### config.mk
export PLATFORM = sky130hd
export DESIGN_NAME = class_vec_seq
export DESIGN_NICKNAME = d
export VERILOG_FILES = /design/src/rtl/hdc_pkg.sv /design/src/rtl/class_vec_seq.sv
export SDC_FILE = /design/constraint.sdc
export NUM_CORES = 1
export LEC_CHECK = 0
export ABC_AREA = 1
export CAP_MARGIN = 20
export CORE_AREA = 5 5 112 88
export CTS_BUF_LIST = sky130_fd_sc_hd__clkbuf_8
export CTS_CLUSTER_DIAMETER = 40
export CTS_CLUSTER_SIZE = 28
export DETAILED_ROUTE_END_ITERATION = 7
export DIE_AREA = 0 0 117 93
export GPL_ROUTABILITY_DRIVEN = 0
export PLACE_DENSITY = 0.76
export SLEW_MARGIN = 20
export SYNTH_ARGS = -nofsm -noshare
export SYNTH_HDL_FRONTEND = slang
export SYNTH_SLANG_ARGS = --single-unit
### constraint.sdc
create_clock -name clk -period 1.22 [get_ports clk]
set_input_delay 0.366 -clock clk [delete_from_list [all_inputs] [get_ports clk]]
set_output_delay 0.366 -clock clk [all_outputs]
set_load 0.02 [all_outputs]
### src/rtl/hdc_pkg.sv
// Shared HDC constants and controller state encoding for the encoder, search
// and class-vector sequencers.
package hdc_pkg;

    localparam int unsigned NUM_CLASSES = 8;
    localparam int unsigned NUM_FRAMES  = 3;
    localparam int unsigned FRAME_W     = 64;
    localparam int unsigned CID_W       = 3;
    localparam int unsigned FIDX_W      = 2;

    // Common controller states: idle, addresses left to load, last beat pending.
    typedef enum logic [1:0] {
        IDLE  = 2'd0,
        RUN   = 2'd1,
        DRAIN = 2'd2
    } seq_state_e;

endpackage

### src/rtl/class_vec_seq.sv
// Class hypervector sequencer: walks the class ROM addresses over all classes
// or a single class and streams each registered frame over valid/ready.
module class_vec_seq #(
    parameter int unsigned NUM_CLASSES = hdc_pkg::NUM_CLASSES,
    parameter int unsigned NUM_FRAMES  = hdc_pkg::NUM_FRAMES,
    parameter int unsigned FRAME_W     = hdc_pkg::FRAME_W,
    parameter int unsigned CID_W       = hdc_pkg::CID_W,
    parameter int unsigned FIDX_W      = hdc_pkg::FIDX_W
) (
    input  logic               clk,
    input  logic               rst,
    input  logic               start,
    input  logic               single,
    input  logic [CID_W-1:0]   class_sel,
    input  logic               abort,
    output logic [CID_W-1:0]   rom_frame_id,
    output logic [FIDX_W-1:0]  rom_frame_index,
    input  logic [FRAME_W-1:0] rom_data,
    output logic               m_valid,
    input  logic               m_ready,
    output logic [FRAME_W-1:0] m_data,
    output logic [CID_W-1:0]   m_class_id,
    output logic [FIDX_W-1:0]  m_frame_idx,
    output logic               m_last_frame,
    output logic               m_last_class,
    output logic               busy,
    output logic               done,
    output logic               err
);
    import hdc_pkg::seq_state_e;
    import hdc_pkg::IDLE;
    import hdc_pkg::RUN;
    import hdc_pkg::DRAIN;

    localparam logic [FIDX_W-1:0] LAST_FIDX = FIDX_W'(NUM_FRAMES - 1);
    localparam logic [CID_W-1:0]  LAST_CLS  = CID_W'(NUM_CLASSES - 1);

    seq_state_e        state;
    logic [CID_W-1:0]  cls;
    logic [CID_W-1:0]  end_cls;
    logic [FIDX_W-1:0] fidx;
    logic              can_load;
    logic              last_addr;
    logic              sel_ok;

    // Output register is free when empty or being drained this cycle.
    assign can_load  = !m_valid || m_ready;
    assign last_addr = (cls == end_cls) && (fidx == LAST_FIDX);
    assign sel_ok    = 32'(class_sel) < NUM_CLASSES;

    // ROM address comes straight from the counters; data returns combinationally.
    assign rom_frame_id    = cls;
    assign rom_frame_index = fidx;

    // Sweep FSM, address counters and registered output beat.
    always_ff @(posedge clk) begin
        if (rst) begin
            state        <= IDLE;
            cls          <= '0;
            end_cls      <= '0;
            fidx         <= '0;
            m_valid      <= 1'b0;
            m_data       <= '0;
            m_class_id   <= '0;
            m_frame_idx  <= '0;
            m_last_frame <= 1'b0;
            m_last_class <= 1'b0;
            busy         <= 1'b0;
            done         <= 1'b0;
            err          <= 1'b0;
        end else begin
            done <= 1'b0;
            err  <= 1'b0;
            if (abort) begin
                state   <= IDLE;
                busy    <= 1'b0;
                m_valid <= 1'b0;
                cls     <= '0;
                end_cls <= '0;
                fidx    <= '0;
            end else begin
                case (state)
                    IDLE: begin
                        if (start) begin
                            if (single && !sel_ok) begin
                                err <= 1'b1;
                            end else begin
                                cls     <= single ? class_sel : '0;
                                end_cls <= single ? class_sel : LAST_CLS;
                                fidx    <= '0;
                                state   <= RUN;
                                busy    <= 1'b1;
                            end
                        end
                    end
                    RUN: begin
                        if (can_load) begin
                            m_valid      <= 1'b1;
                            m_data       <= rom_data;
                            m_class_id   <= cls;
                            m_frame_idx  <= fidx;
                            m_last_frame <= (fidx == LAST_FIDX);
                            m_last_class <= last_addr;
                            if (fidx == LAST_FIDX) begin
                                fidx <= '0;
                                cls  <= cls + 1'b1;
                            end else begin
                                fidx <= fidx + 1'b1;
                            end
                            if (last_addr) begin
                                state <= DRAIN;
                            end
                        end
                    end
                    DRAIN: begin
                        if (m_valid && m_ready) begin
                            m_valid <= 1'b0;
                            done    <= 1'b1;
                            state   <= IDLE;
                            busy    <= 1'b0;
                        end
                    end
                    default: begin
                        state   <= IDLE;
                        busy    <= 1'b0;
                        m_valid <= 1'b0;
                    end
                endcase
            end
        end
    end

endmodule

==> metrics.md <==
| Metric | Value |
|---|---|
| Tcrit/Tclk final | `107.4%` |
| CTS H-tree depth | `3` |
| Final min period | `1.310 ns` |
| Post-DP Area | `4915 sq um` |
| Clock buffer depth | `2` |
| Yosys cell types | `24` |
| Largest net degree at the start of global routing | `34` |
| P_leak | `2.621 nW` |
| Failing checks | `setup timing` |
| Die Y | `93 microns` |
| Critical Setup Path Class | `register to output pin` |
| Worst-Skew Late Latency | `0.34 ns` |
| R2R cell count | `7` |
| Post-CTS Hold Buffers | `0` |
| Hold Startpoint | `m_ready` |
| Async SR Flop Fraction | `0%` |
| WHS Endpoint | `done` |
| Nets@finish | `684` |
| Syn avg cell area | `7.731 sq um` |
| Clk root buf | `clkbuf_8` |
| Routed vias | `3,510` |
| Vias in the first global route | `3,235` |
| Post-synth EDFFs | `0` |
| GRT Total Usage | `18.79%` |
| Startpoint Class | `register` |
| Post-Syn Instances | `402` |
| R2r endpoint | `m_data[12]` |
| Wire per inst | `16.05 microns` |
| Antenna Nets Post-Route | `0` |
| Tot Pwr | `0.006355 W` |
| Residual DRC | `0` |
| Via-to-Cell Ratio | `4.828` |
| Most common cell after layout, fill and taps aside | `nor2_1` |
| Initial Util | `35.69%` |
| Sequential share of the synthesized area | `54.11%` |
| Layout cell share with drive strength beyond 1 | `50.08%` |
| Peak supply drop | `0.8230 mV` |
| First-pass GRT wire length | `16.12 mm` |
| Critical Path RT | `0.85 ns` |
| Final hold vios | `0` |
| CP endpoint kind | `output pin` |
| First DRT Iteration DRCs | `238` |
| Cell area after synthesis | `3108 sq um` |
| Die X-Extent | `117 microns` |
| Worst-path clk slew | `0.08 ns` |
| Final HPWL DP | `6.883 mm` |
| Port bufs | `151` |
| Most frequent cells in the layout | `127 x nor2_1, 72 x dfxtp_2, 70 x clkdlybuf4s50_1` |
| Grt ovf | `0` |
| Unrepaired setup endpoints after global routing | `yes` |
| P per Cell Area | `1033 nW/um^2` |
| Ys Warns | `0` |
| Final Slew Violations | `0` |
| Hold Crit Depth | `3` |
| Initial antenna violation count | `0` |
| Clock sink total | `84` |
| Post-synth top flop | `dfxtp_1` |
| Data arrival, critical path | `0.94 ns` |
| Total core area | `8708 sq um` |
| #FFs+latches synth | `84` |
| Reg-to-reg startpoint | `m_valid` |
| P&R area growth vs syn | `97.91%` |
| CP Max Fanout | `3` |
| Die area | `10,880 sq um` |
| Overall routed net length | `11.67 mm` |
| Antenna diodes | `0` |
| Drt pass-1 iters | `5` |
| Maxcap violations | `0` |
| Setup ws final | `-0.08991 ns` |
| I/O pins | `153` |
| Outcome | `finished with violations` |
| Finished Cell Area | `6151 sq um` |
| Min-Delay Path Class | `input port to register` |
| Num CTS Buffers | `9` |
| CTS tree | `yes` |
| Syn nets | `476` |
| Highest clock rate | `763.4 MHz` |
| R2r setup slk | `-0.09 ns` |
| Final Setup Violations | `72` |
| Max Clock Skew | `0.008223 ns` |
| Row count | `30` |
[timing repair]
item	in CTS	in global routing
buffers inserted	8	17
gates resized for setup	446	208
gates cloned	7	8
pin swaps	32	22
endpoints found under the setup margin	155	160
[kinds of logic (layout without fill, tap and decap cells)]
logic type / count (synthesis) / in the layout / synth area share (%)
fa+ha+maj: 1 / 1 / 0.4025
other cells: 1 / 1 / 0.1207
compound gates: 98 / 98 / 16.34
buf+inv: 41 / 254 / 6.682
simple gates: 177 / 177 / 22.34
flops: 84 / 84 / 54.11
[cell usage after synthesis, types with 3 or more instances]
cell type | number | area (sq um)
a211oi_1 | 4 | 30.03
a21oi_1 | 15 | 75.07
buf_2 | 9 | 45.04
buf_6 | 5 | 56.30
clkbuf_1 | 8 | 30.03
dfxtp_1 | 84 | 1682
inv_1 | 16 | 60.06
nand2_1 | 21 | 78.83
nand3_1 | 6 | 30.03
nor2_1 | 143 | 536.8
nor3_1 | 3 | 15.01
o21ai_0 | 27 | 135.1
o21ai_1 | 50 | 250.2
[power by group]
part           total, W  leakage, nW  internal, W  switching, W
Sequential      0.00294        0.718      0.00286     0.0000767
Combinational   0.00127         1.79     0.000689      0.000578
Clock           0.00215        0.117      0.00119      0.000960
[stage by stage]
step | TNS [ns] | utilization (%) | worst slack [ns] | hold slack, ns | std cells
5_1_grt | -9.149 | 70.63 | -0.1635 | 0.4560 | 727
2_1_floorplan | -0.9287 | - | -0.01857 | 0.4412 | 402
4_1_cts | -3.684 | 61.49 | -0.08975 | 0.4764 | 705
6_report | -2.776 | 70.63 | -0.08991 | 0.4638 | 727
3_3_place_gp | -41.94 | 56.44 | -0.5046 | 0.4541 | 674
3_5_place_dp | -45.20 | 56.44 | -0.5635 | 0.4599 | 674
[flip-flops by register name (all words and copies together), names as in the netlist, 2 cells and up]
register / cells
state: 2
m_frame_idx: 2
end_cls: 3
rom_frame_index: 2
m_class_id: 3
rom_frame_id: 3
m_data: 64
[worst max-delay path: stages, from the launching register on]
cell and delay, ns:
dfxtp_4 0.37, buf_6 0.11, buf_6 0.12
[routing by layer]
layer,GRT usage [%],wire length (microns)
met2,31.16,5892
met3,5.692,1072
met4,4.489,19
met5,0,0
met1,23.93,4686
[cell type report]
type,count,area [sq um]
clock buffers,10,137.6
repair inverters,1,11.26
fillers,653,2557
multi-input cells,277,1490
clock inverters,6,78.83
repair buffers,219,2417
flip-flops and latches,84,1779
inverters,18,96.34
well taps,112,140.1
[how the worst max path moves through the flow]
stage / start / endpoint
after floorplan: state[0] / m_data[0]
after global placement: m_ready / m_data[11]
after detailed placement: m_ready / m_data[9]
after CTS: state[0] / m_data[47]
after global routing: state[0] / m_data[43]
final: m_valid / m_valid
Power figures use the tool's default switching activity.
